==> config.mk <==
export PLATFORM = sky130hd
export DESIGN_NAME = alu_arbiter_flat
export DESIGN_NICKNAME = d
export VERILOG_FILES = /design/src/rtl/alu_arbiter_if.sv /design/src/rtl/alu_arbiter.sv /design/src/flat_wrapper.sv
export SDC_FILE = /design/constraint.sdc
export NUM_CORES = 1
export LEC_CHECK = 0
export BUFFER_PORTS_ARGS = -buffer_cell sky130_fd_sc_hd__buf_2
export CORE_AREA = 3 3 55 57
export CTS_BUF_LIST = sky130_fd_sc_hd__clkbuf_8
export DETAILED_ROUTE_END_ITERATION = 7
export DIE_AREA = 0 0 58 60
export GPL_TIMING_DRIVEN = 0
export PLACE_DENSITY = 0.72
export SLEW_MARGIN = 10
export SYNTH_ARGS = -nofsm -noshare
export SYNTH_HDL_FRONTEND = slang
export SYNTH_SLANG_ARGS = --single-unit
export TNS_END_PERCENT = 20
==> constraint.sdc <==
create_clock -name clk -period 1.8 [get_ports clk]
set_input_delay 0.18 -clock clk [delete_from_list [all_inputs] [get_ports clk]]
set_output_delay 0.18 -clock clk [all_outputs]
set_load 0.1 [all_outputs]
==> src/rtl/alu_arbiter_if.sv <==
// Handshake bundle between the two ALU clients, the response consumer and the
// shared ALU instance. The arbiter uses the slave view; the environment drives master.
interface alu_arbiter_if #(
    parameter int AW = 4,
    parameter int SW = 2,
    parameter int YW = 8
);
    logic          req0_valid;
    logic          req0_ready;
    logic [AW-1:0] req0_a;
    logic [AW-1:0] req0_b;
    logic [SW-1:0] req0_s;

    logic          req1_valid;
    logic          req1_ready;
    logic [AW-1:0] req1_a;
    logic [AW-1:0] req1_b;
    logic [SW-1:0] req1_s;

    logic          rsp_valid;
    logic          rsp_ready;
    logic [YW-1:0] rsp_y;
    logic          rsp_id;

    logic [AW-1:0] alu_a;
    logic [AW-1:0] alu_b;
    logic [SW-1:0] alu_s;
    logic [YW-1:0] alu_y;

    modport slave (
        input  req0_valid, req0_a, req0_b, req0_s,
        input  req1_valid, req1_a, req1_b, req1_s,
        input  rsp_ready, alu_y,
        output req0_ready, req1_ready,
        output rsp_valid, rsp_y, rsp_id,
        output alu_a, alu_b, alu_s
    );

    modport master (
        output req0_valid, req0_a, req0_b, req0_s,
        output req1_valid, req1_a, req1_b, req1_s,
        output rsp_ready, alu_y,
        input  req0_ready, req1_ready,
        input  rsp_valid, rsp_y, rsp_id,
        input  alu_a, alu_b, alu_s
    );
endinterface

==> src/rtl/alu_arbiter.sv <==
// Round-robin sharing of one combinational ALU between two requesters:
// accept in IDLE, let the ALU settle in EXEC, hold the result in RESP until taken.
module alu_arbiter (
    input  logic            clk,
    input  logic            rst_n,
    alu_arbiter_if.slave    bus,
    output logic            busy
);
    localparam logic [1:0] IDLE = 2'd0;
    localparam logic [1:0] EXEC = 2'd1;
    localparam logic [1:0] RESP = 2'd2;

    logic [1:0] state_reg;
    logic       last_grant_reg;
    logic       winner;
    logic       any_valid;
    logic       accept;

    // On contention the requester not served last wins; otherwise the lone valid wins.
    always_comb begin
        any_valid = bus.req0_valid | bus.req1_valid;
        if (bus.req0_valid && bus.req1_valid) begin
            winner = ~last_grant_reg;
        end else begin
            winner = bus.req1_valid;
        end
        accept = (state_reg == IDLE) && any_valid;
    end

    assign bus.req0_ready = accept && !winner;
    assign bus.req1_ready = accept && winner;
    assign busy           = (state_reg != IDLE);

    always_ff @(posedge clk or negedge rst_n) begin
        if (!rst_n) begin
            state_reg      <= IDLE;
            last_grant_reg <= 1'b1;
            bus.alu_a      <= '0;
            bus.alu_b      <= '0;
            bus.alu_s      <= '0;
            bus.rsp_y      <= '0;
            bus.rsp_id     <= 1'b0;
            bus.rsp_valid  <= 1'b0;
        end else begin
            case (state_reg)
                IDLE: begin
                    if (accept) begin
                        bus.alu_a      <= winner ? bus.req1_a : bus.req0_a;
                        bus.alu_b      <= winner ? bus.req1_b : bus.req0_b;
                        bus.alu_s      <= winner ? bus.req1_s : bus.req0_s;
                        bus.rsp_id     <= winner;
                        last_grant_reg <= winner;
                        state_reg      <= EXEC;
                    end
                end
                EXEC: begin
                    // ALU inputs have been stable for a full cycle; sample its output.
                    bus.rsp_y     <= bus.alu_y;
                    bus.rsp_valid <= 1'b1;
                    state_reg     <= RESP;
                end
                RESP: begin
                    if (bus.rsp_ready) begin
                        bus.rsp_valid <= 1'b0;
                        state_reg     <= IDLE;
                    end
                end
                default: begin
                    bus.rsp_valid <= 1'b0;
                    state_reg     <= IDLE;
                end
            endcase
        end
    end
endmodule

==> src/flat_wrapper.sv <==
// flat-port wrapper written by rule: the top's interface ports become plain ports
module alu_arbiter_flat 
  (clk, rst_n, busy, bus_req0_valid, bus_req0_a, bus_req0_b, bus_req0_s, bus_req1_valid, bus_req1_a, bus_req1_b, bus_req1_s, bus_rsp_ready, bus_alu_y, bus_req0_ready, bus_req1_ready, bus_rsp_valid, bus_rsp_y, bus_rsp_id, bus_alu_a, bus_alu_b, bus_alu_s);
  alu_arbiter_if #(.AW(4), .SW(2), .YW(8)) bus_i ();
  input  logic clk;
  input  logic rst_n;
  output logic busy;
  input wire logic [$bits(bus_i.req0_valid)-1:0] bus_req0_valid;
  input wire logic [$bits(bus_i.req0_a)-1:0] bus_req0_a;
  input wire logic [$bits(bus_i.req0_b)-1:0] bus_req0_b;
  input wire logic [$bits(bus_i.req0_s)-1:0] bus_req0_s;
  input wire logic [$bits(bus_i.req1_valid)-1:0] bus_req1_valid;
  input wire logic [$bits(bus_i.req1_a)-1:0] bus_req1_a;
  input wire logic [$bits(bus_i.req1_b)-1:0] bus_req1_b;
  input wire logic [$bits(bus_i.req1_s)-1:0] bus_req1_s;
  input wire logic [$bits(bus_i.rsp_ready)-1:0] bus_rsp_ready;
  input wire logic [$bits(bus_i.alu_y)-1:0] bus_alu_y;
  output wire logic [$bits(bus_i.req0_ready)-1:0] bus_req0_ready;
  output wire logic [$bits(bus_i.req1_ready)-1:0] bus_req1_ready;
  output wire logic [$bits(bus_i.rsp_valid)-1:0] bus_rsp_valid;
  output wire logic [$bits(bus_i.rsp_y)-1:0] bus_rsp_y;
  output wire logic [$bits(bus_i.rsp_id)-1:0] bus_rsp_id;
  output wire logic [$bits(bus_i.alu_a)-1:0] bus_alu_a;
  output wire logic [$bits(bus_i.alu_b)-1:0] bus_alu_b;
  output wire logic [$bits(bus_i.alu_s)-1:0] bus_alu_s;
  assign bus_i.req0_valid = bus_req0_valid;
  assign bus_i.req0_a = bus_req0_a;
  assign bus_i.req0_b = bus_req0_b;
  assign bus_i.req0_s = bus_req0_s;
  assign bus_i.req1_valid = bus_req1_valid;
  assign bus_i.req1_a = bus_req1_a;
  assign bus_i.req1_b = bus_req1_b;
  assign bus_i.req1_s = bus_req1_s;
  assign bus_i.rsp_ready = bus_rsp_ready;
  assign bus_i.alu_y = bus_alu_y;
  assign bus_req0_ready = bus_i.req0_ready;
  assign bus_req1_ready = bus_i.req1_ready;
  assign bus_rsp_valid = bus_i.rsp_valid;
  assign bus_rsp_y = bus_i.rsp_y;
  assign bus_rsp_id = bus_i.rsp_id;
  assign bus_alu_a = bus_i.alu_a;
  assign bus_alu_b = bus_i.alu_b;
  assign bus_alu_s = bus_i.alu_s;
  alu_arbiter u_core (.clk(clk), .rst_n(rst_n), .bus(bus_i), .busy(busy));
endmodule
# --- Word level (Yosys, flattened, before mapping) ---
# Index checks and enable logic that the tools add are counted.
classes:
  muxes: 9
  n_eq_ne: 4
  bitwise_logic: 3
  n_reduce_logical: 10
ops:
  columns: ["cell", "n"]
  rows:
  - ["two-way mux 4 bit", 2]
  - ["two-way mux 2 bit", 3]
  - ["case mux 2 bit (3 select lines)", 1]
  - ["AND reduction 2 bit", 3]
  - ["logical AND 1 bit", 4]
  - ["case mux 1 bit (3 select lines)", 1]
  - ["equality test 2 x 1 -> 1 bit, second input constant", 1]
  - ["equality test 2 bit, second input constant", 1]
  - ["zero test 2 bit", 1]
  - ["two-way mux 1 bit", 2]
  - ["inequality test 2 x 1 -> 1 bit, second input constant", 1]
  - ["inequality test 2 bit, second input constant", 1]
  - ["NOT 1 bit", 2]
  - ["nonzero test 2 bit", 1]
  - ["zero test 1 bit", 1]
  - ["OR 1 bit", 1]
word_totals:
  out_inout_bits: 23
  ff_bits: 23
  word_cells: 34
  in_bits: 33

# --- Longest topological paths before layout ---
# Gate-level depths: netlist (run 1).
logic_depth:
  depth_word: 4
  mapped_depth: 4
  mapped_depth_nobuf: 3

# --- Worst setup path after synthesis (run 1) ---
# OpenSTA, ideal clock, no wires.
synth_path:
  path_kind: "register -> register"
  start: "reg u_core.last_grant_reg"
  end: "reg u_core.bus.rsp_id"
  synth_period_minus_slack_ns: 2.992
  setup_slack_ns: -1.192
  t_required_ns: 1.723
  path_stages_with_launch: 5
  n_path_buf: 1
  t_arrival_ns: 2.915
  setup_ns: 0.077
  cell_sequence: "dfstp_2 a21bo_2 buf_6 nor3_1 a21o_1"
synth_between:
  elab_chain_cells: 2
synth_lines:
  columns: ["item", "line", "rtl"]
  rows:
  - ["start, declared", "alu_arbiter.sv:14", "logic last_grant_reg;"]
  - ["start signal, assigned", "alu_arbiter.sv:52", "last_grant_reg <= winner;"]
  - ["NOT 1 bit", "alu_arbiter.sv:23", "winner = ~last_grant_reg;"]
  - ["two-way mux 1 bit", "alu_arbiter.sv:22", "if (bus.req0_valid && bus.req1_valid) begin"]
  - ["end signal, assigned", "alu_arbiter.sv:51", "bus.rsp_id <= winner;"]
  - ["end, declared", "alu_arbiter_if.sv:35", "output rsp_valid, rsp_y, rsp_id,"]
# Every way passes these cells.
# A chain may end at the register's enable or synchronous reset.

# --- Final worst setup path (run 1) ---
layout_path:
  start: "reg u_core.last_grant_reg"
  end: "out bus_req0_ready"
layout_between:
  elab_chain_cells: 4
layout_lines:
  columns: ["item", "line", "rtl"]
  rows:
  - ["NOT 1 bit", "alu_arbiter.sv:23", null]
  - ["two-way mux 1 bit", "alu_arbiter.sv:22", null]
  - ["zero test 1 bit", "alu_arbiter.sv:30", "assign bus.req0_ready = accept && !winner;"]
  - ["logical AND 1 bit", "alu_arbiter.sv:30", null]
  - ["end, declared", "flat_wrapper.sv:18", "output wire logic [$bits(bus_i.req0_ready)-1:0] bus_req0_ready;"]
# Every way passes these cells.

==> metrics.txt, run 1 <==
Most flops, register u_core.bus.rsp_y; HP Class in -> reg; residual DRC count 0; share of post-route cells with drive strength above 1 74.4%; CP max FO 10; WL final between 2000 and 2500 µm; Core Util, Final 57.4%; FMAX 578 MHz; core area 2520 µm²; Yosys warning count 0; post-route ant nets 0; antenna violations before repair 0; H-tree depth 1; element type at the critical path start flip-flop; die area 3480 µm²; Root Driver clkbuf_8; total I/O pin count 56; worst r2r path cells 4; Post-Syn Area 1030 µm²; Clock transition at path regs 80 ps; DPL Wire Length between 1500 and 2000 µm; hold depth 2; die width 58 µm; Distinct cells, synth 17; share of the synthesized area in the top cell type 53.5%; vias in the first global route 813; row cnt 18; Total GRT Usage 14.4%; Starting Density between 40% and 50%; synthesis-to-layout area growth 40.7%; area leader, netlist dfrtp_1; CP required 1620 ps; post-synthesis net count 102; CP Capture Type output port; GP Congestion 0.655; max reg flops 8; WL/cell 14.3 µm; Setup Buffers After CTS 0; Die Y 60 µm; routed via count 770; commonest non-fill, non-tap cell in the layout buf_2; period utilization 96.1%; FF+latch area 578 µm²; fill cell count 219; footprint of the multi-input gates 454 µm²; Num CTS Buffers 3; worst path arrival time 1550 ps; sequential area share after synthesis 56.0%; Hold Violations, Final 0; slew margin rel. 66.0%; Mapped Cells about 70; actual slew at the worst max-slew pin 510 ps; Final Setup Violations 0; Yosys reg bits 23; largest registers u_core.bus.rsp_y (8), u_core.bus.alu_a (4), u_core.bus.alu_b (4); n_diodes 0; maximum clock insertion buffer count 2; clock sink count 23; clk_lat worst skew between 200 and 300 ps; max capacitance violation total 0; DR pass1 iterations 2; CTS tree built; Port Buf Inserts 55; final net count 163; DRT iter0 DRCs 20; RSZ-0062 raised after global routing no; top cells by area, synth dfrtp_1 53%, mux2_2 22%, mux2_4 12%; global-route wire length before repair 3690 µm; Syn Area/Cell 14.9 µm²; total gr overflow 0; fin. max-slew vios 0; status complete, no violations; Vias/cell 4.84; largest net degree at the start of global routing 24; skew final 2.24 ps; commonest cells after routing, fill and taps aside 54 x buf_2, 21 x dfrtp_1, 20 x mux2_2; minimum clock period 1730 ps; kind of critical path reg -> out
## cell usage after synthesis
cell type / instances
a21oi_1: 1
nor2b_1: 2
o21a_1: 1
mux2_2: 20
buf_6: 1
mux2_4: 8
o21ai_0: 1
dfrtp_1: 22
o21ai_1: 1
nor2_1: 2
inv_1: 2
a21bo_2: 1
a31oi_1: 1
nor3_1: 1
a21o_1: 2
buf_2: 2
dfstp_2: 1
## critical path, cell delays in order, from the launching register on
cell     delay (ps)
dfstp_2         550
a21bo_2         180
buf_6           190
nor2b_4         180
buf_12          180
## final cells by class
type,count,area share (%)
Sequential cell,23,39.9
Tap cell,30,2.59
Clock buffer,3,2.85
Timing Repair Buffer,56,20.9
Clock inverter,1,0.259
Multi-Input combinational cell,41,31.3
Buffer,3,1.64
Inverter,2,0.518
## layer usage
layer	wire (µm)	global-route usage, %	vias to the layer above
met1	764	14.7	381
met4	51	7.95	0
li1	-	-	363
met3	96	2.16	5
met2	1360	27.9	21
met5	0	0	-
## path summary, 6_finish.rpt
kind	startpoint	endpoint	slack (ps)
min in group asynchronous	rst_n	u_core.bus.rsp_y[7]	440
min reg2reg	u_core.bus.rsp_id	u_core.bus.rsp_id	470
max	u_core.last_grant_reg	bus_req0_ready	70
max reg2reg	u_core.last_grant_reg	u_core.bus.alu_b[0]	190
max in group asynchronous	rst_n	u_core.state_reg[1]	990
min	bus_req0_valid	u_core.last_grant_reg	110
## stage by stage
stage          hold slack, ps  instance area, µm²  std cells  worst slack (ps)  TNS [ps]
6_report                  114                1450        159              70.5         0
5_1_grt                   127                1450        159              4.61         0
3_5_place_dp              183                1360        154             -36.8     -36.8
2_1_floorplan            -116                1040         69              -162      -162
4_1_cts                   109                1440        159              25.1         0
3_3_place_gp              176                1360        154             -13.5     -13.5
## cell families (layout without fill, tap and decap cells)
family / count (synthesis) / in the layout / share of synthesized area, %
multiplexers: 28 / 28 / 33.5
flip-flops: 23 / 23 / 56.0
AO/OA/AOI/OAI: 8 / 8 / 5.22
buffers and inverters: 5 / 65 / 2.79
AND/OR/NAND/NOR: 5 / 5 / 2.43
## what timing repair did
action	CTS	global route
endpoints found under the setup margin	2	1
hold buffers	1	0
gates resized for setup	8	3
pin swaps	0	0
hold endpoints to repair	22	0
Power of run 1 is not shown: default switching activity piles up to over one toggle a cycle in this logic, so the estimate is an artifact.
==> run 2: changes to the inputs <==
--- a/config.mk
+++ b/config.mk
@@ -5,6 +5,7 @@
 export SDC_FILE = /design/constraint.sdc
 export NUM_CORES = 1
 export LEC_CHECK = 0
+export ABC_CLOCK_PERIOD_IN_PS = 1750
 export BUFFER_PORTS_ARGS = -buffer_cell sky130_fd_sc_hd__buf_2
 export CORE_AREA = 3 3 55 57
 export CTS_BUF_LIST = sky130_fd_sc_hd__clkbuf_8
==> constraint.sdc (replaced) <==
create_clock -name clk -period 1.75 [get_ports clk]
set_input_delay 0.175 -clock clk [delete_from_list [all_inputs] [get_ports clk]]
set_output_delay 0.175 -clock clk [all_outputs]
set_load 0.1 [all_outputs]
==> metrics.txt, run 2 (synthesis gave the netlist of run 1 again) <==
status complete, no violations; largest net degree at the start of global routing 24 (unchanged); kind of critical path reg -> out; n_diodes 0 (unchanged); FMAX 591 MHz; hold depth 2 (unchanged); skew final 2.30 ps (+0.0670 ps); CP delay by family, top flip-flops; total I/O pin count 56 (unchanged); WL/cell 14.4 µm (+0.48%); largest registers u_core.bus.rsp_y (8), u_core.bus.alu_a (4), u_core.bus.alu_b (4); slew margin rel. 66.1% (+0.11 points); element type at the critical path start flip-flop; final net count 166 (+1.8%); r2r setup slk 170 ps (-20 ps); clk_lat worst skew 260 ps (about the same); H-tree depth 1 (unchanged); Vias/cell 4.82 (-0.45%); DPL Wire Length 1750 µm (unchanged); die area 3480 µm² (unchanged); Die Y 60 µm (unchanged); minimum clock period 1690 ps; fin. max-slew vios 0 (unchanged); Starting Density 40.8% (unchanged); Total GRT Usage 14.5% (+0.046 points); DRT iter0 DRCs 15 (-25%); slowest CP cell dfstp_2; global-route wire length before repair 3700 µm (+0.19%); min-delay src bus_req0_valid; core area 2520 µm² (unchanged); crit-path cells a21bo_2, buf_12, nor2b_4, buf_12; antenna violations before repair 0 (unchanged); Most flops, register u_core.bus.rsp_y; sum of buffers and inverters on the critical path 2 (unchanged); CTS tree built; commonest non-fill, non-tap cell in the layout buf_2; Top cell by count, worst path buf_12; WL final 2330 µm (+2.4%); period utilization 96.8%; post-route ant nets 0 (unchanged); row cnt 18 (unchanged); RSZ-0062 raised after global routing no; CP max FO 10 (unchanged); Port Buf Inserts 55 (unchanged); Final Setup Violations 0 (unchanged); actual slew at the worst max-slew pin 509 ps (-1.59 ps); WHS Endpoint u_core.last_grant_reg; DR pass1 iterations 2 (unchanged); GP Congestion 0.655 (unchanged); fill cell count 214 (-2.3%); Fin Hold WS 108 ps (-5.50 ps); Clock transition at path regs 80 ps (about the same); total gr overflow 0 (unchanged); CP required 1570 ps (-50 ps); clock sink count 23 (unchanged); max capacitance violation total 0 (unchanged); RR Endpoint u_core.bus.alu_b[0]; die width 58 µm (unchanged); slowest stage delay, CP 550 ps (about the same); synthesis-to-layout area growth 43.9%; max reg flops 8 (unchanged); Num CTS Buffers 3 (unchanged); vias in the first global route 814 (+0.12%); HP Class in -> reg; routed via count 781 (+1.4%); share of post-route cells with drive strength above 1 75.8% (+1.3 points); maximum clock insertion buffer count 2 (unchanged); CP Capture Type output port; worst path arrival time 1520 ps (-30 ps); Hold Violations, Final 0 (unchanged); residual DRC count 0 (unchanged); FF-to-FF Start u_core.last_grant_reg; worst r2r path cells 4 (unchanged); Root Driver clkbuf_8; commonest cells after routing, fill and taps aside 54 x buf_2, 20 x mux2_2, 20 x dfrtp_1
run 2: timing repair:
item | 4_1_cts | 5_1_grt
setup buffers | 0 | 3
pin swaps | 0 | 0
hold buffers | 1 | 0
resized for setup | 11 | 3
hold endpoints to repair | 22 | 0
endpoints found under the setup margin | 2 | 1
run 2: layout make-up:
| type | instances | area (µm²) | share of cell area, % |
|---|---|---|---|
| multi-input combinational | 41 | 454 | 30.7 |
| buffer | 3 | 32.5 | 2.20 |
| inverter | 2 | 7.51 | 0.507 |
| clock inverter | 1 | 3.75 | 0.253 |
| timing repair buffer | 59 | 325 | 22.0 |
| clock buffer | 3 | 41.3 | 2.79 |
| sequential | 23 | 579 | 39.1 |
| tap | 30 | 37.5 | 2.53 |
run 2: routing by layer:
metal / track usage (%) / vias to the layer above / part of all wire, %
met5: 0 / - / 0
met4: 7.95 / 0 / 2.2
met3: 2.16 / 5 / 4.2
met2: 27.9 / 21 / 60
met1: 14.9 / 386 / 33
li1: - / 369 / -
run 2: worst max-delay path by stage:
stage	cells after the start	startpoint	endpoint	slack (ps)
after detailed placement	5	u_core.state_reg[1]	bus_req0_ready	-80
after global routing	4	u_core.last_grant_reg	bus_req0_ready	0.1
after global placement	5	u_core.state_reg[0]	bus_req0_ready	-60
after floorplan	4	u_core.state_reg[1]	bus_req0_ready	-210
after CTS	4	u_core.last_grant_reg	bus_req0_ready	30
final	4	u_core.last_grant_reg	bus_req0_ready	60
run 2: through the flow:
stage / cells / TNS, ps / cell area (µm²) / setup slack [ps] / utilization, %
global placement: 154 / -58.5 / 1360 / -58.5 / 53.8
finish: 162 / 0 / 1480 / 56.6 / 58.7
detailed placement: 154 / -81.8 / 1360 / -81.8 / 53.8
CTS: 159 / 0 / 1450 / 30.5 / 57.5
global route: 162 / 0 / 1480 / 0.104 / 58.7
floorplan: 69 / -207 / 1040 / -207 / -
Power of run 2 is left out for the same reason.
==> run 3: changes to the inputs <==
--- a/config.mk
+++ b/config.mk
@@ -7,12 +7,14 @@
 export LEC_CHECK = 0
 export ABC_CLOCK_PERIOD_IN_PS = 1750
 export BUFFER_PORTS_ARGS = -buffer_cell sky130_fd_sc_hd__buf_2
-export CORE_AREA = 3 3 55 57
+export CELL_PAD_IN_SITES_DETAIL_PLACEMENT = 1
+export CELL_PAD_IN_SITES_GLOBAL_PLACEMENT = 1
+export CORE_AREA = 3 3 59 61
 export CTS_BUF_LIST = sky130_fd_sc_hd__clkbuf_8
 export DETAILED_ROUTE_END_ITERATION = 7
-export DIE_AREA = 0 0 58 60
+export DIE_AREA = 0 0 62 64
 export GPL_TIMING_DRIVEN = 0
-export PLACE_DENSITY = 0.72
+export PLACE_DENSITY = 0.79
 export SLEW_MARGIN = 10
 export SYNTH_ARGS = -nofsm -noshare
 export SYNTH_HDL_FRONTEND = slang
==> metrics.txt, run 3 (synthesis gave the netlist of run 1 again) <==
status complete, no violations; skew final 1.91 ps (-0.390 ps); vias in the first global route 835 (+2.6%); Port Buf Inserts 55 (unchanged); GP Congestion 0.691 (+5.4%); Total GRT Usage 13.1% (-1.4 points); Die Y 64 µm (+6.7%); minimum clock period 1690 ps (-8.27 ps); actual slew at the worst max-slew pin 499 ps (-9.85 ps); worst path arrival time 1510 ps (about the same); antenna violations before repair 0 (unchanged); hold depth 2 (unchanged); H-tree depth 1 (unchanged); worst r2r path cells 4 (unchanged); Vias/cell 4.49 (-7.0%); FF-to-FF Start u_core.last_grant_reg; Num CTS Buffers 3 (unchanged); period utilization 96.3% (-0.47 points); CP Capture Type output port; r2r setup slk 180 ps (about the same); Most flops, register u_core.bus.rsp_y; WHS Endpoint u_core.last_grant_reg; DRT iter0 DRCs 12 (-3); Area after DPL 1370 µm² (+1.3%); die area 3970 µm² (+14%); core area 3030 µm² (+20%); final net count 165 (-0.60%); FMAX 593 MHz (+0.49%); largest net degree at the start of global routing 24 (unchanged); clock sink count 23 (unchanged); DR pass1 iterations 2 (unchanged); min-delay src bus_req0_valid; commonest non-fill, non-tap cell in the layout buf_2; Final Setup Violations 0 (unchanged); clk_lat worst skew 260 ps (about the same); DPL Wire Length 1990 µm (+14%); fill cell count 332 (+55%); die width 62 µm (+6.9%); HP Class in -> reg; maximum clock insertion buffer count 2 (unchanged); max capacitance violation total 0 (unchanged); largest registers u_core.bus.rsp_y (8), u_core.bus.alu_a (4), u_core.bus.alu_b (4); Core Util, Final 49.4% (-9.3 points); slew margin rel. 66.7% (+0.66 points); CTS tree built; Fin Hold WS 112 ps (+3.63 ps); Hold Violations, Final 0 (unchanged); post-route ant nets 0 (unchanged); global-route wire length before repair 3760 µm (+1.7%); post-route cell area 1500 µm² (+0.93%); Starting Density 34.0% (-6.8 points); WL final 2480 µm (+6.4%); WL/cell 14.2 µm (-1.5%); share of post-route cells with drive strength above 1 75.6% (-0.19 points); Clock transition at path regs 80 ps (about the same); CP max FO 10 (unchanged); element type at the critical path start flip-flop; synthesis-to-layout area growth 45.2%; total gr overflow 0 (unchanged); Root Driver clkbuf_8; row cnt 20 (+2); commonest cells after routing, fill and taps aside 54 x buf_2, 20 x mux2_2, 20 x dfrtp_1; fin. max-slew vios 0 (unchanged); max reg flops 8 (unchanged); n_diodes 0 (unchanged); RR Endpoint u_core.bus.alu_b[3]; residual DRC count 0 (unchanged); kind of critical path reg -> out; CP required 1570 ps (about the same); total I/O pin count 56 (unchanged); routed via count 785 (+0.51%)
## run 3: cell types whose count changed in the layout (fill, tap and decap cells not counted), sizes merged
cell | before | now
buf | 61 | 60
## run 3: repair_timing
action                                 CTS  global route
resized for setup                       12             3
hold buffers                             1             0
setup endpoints to repair                2             1
buffers inserted                         0             2
pin swaps                                0             0
endpoints found under the hold margin   22             0
## run 3: worst max-delay path by stage
stage / startpoint / endpoint / slack, ps
6_report: u_core.last_grant_reg / bus_req0_ready / 60
3_3_place_gp: u_core.state_reg[1] / bus_req0_ready / -40
2_1_floorplan: u_core.state_reg[1] / bus_req0_ready / -210
3_5_place_dp: u_core.state_reg[0] / bus_req0_ready / -90
5_1_grt: u_core.last_grant_reg / bus_req0_ready / -2
4_1_cts: u_core.last_grant_reg / bus_req0_ready / 30
## run 3: per-stage QoR
step / setup TNS [ps] / instances / setup WS (ps)
5_1_grt: -1.61 / 175 / -1.61
3_3_place_gp: -43.3 / 168 / -43.3
6_report: 0 / 175 / 64.8
3_5_place_dp: -87.3 / 168 / -87.3
4_1_cts: 0 / 173 / 31.0
2_1_floorplan: -207 / 69 / -207
## run 3: metal layers
layer | wire length (µm) | share of wire, % | global-route usage, % | up-vias
li1 | - | - | - | 368
met2 | 1360 | 55 | 24.5 | 32
met3 | 174 | 7.0 | 2.22 | 2
met4 | 34 | 1.4 | 6.37 | 0
met5 | 0 | 0 | 0 | -
met1 | 906 | 37 | 12.9 | 383
## run 3: cell type report
cell class | instances | area (µm²) | share of cell area, %
well taps | 44 | 55.1 | 3.68
plain buffers | 3 | 36.3 | 2.43
inverters | 2 | 7.51 | 0.502
repair buffers | 58 | 318 | 21.3
multi-input cells | 41 | 454 | 30.4
clock inverters | 1 | 3.75 | 0.251
clock buffers | 3 | 41.3 | 2.76
flip-flops and latches | 23 | 579 | 38.7
## run 3: critical path: stages, from the launching register on
cell     delay, ps
dfstp_2        550
a21bo_2        190
buf_12         160
nor2b_4        170
buf_12         180
Power of run 3 is left out for the same reason.
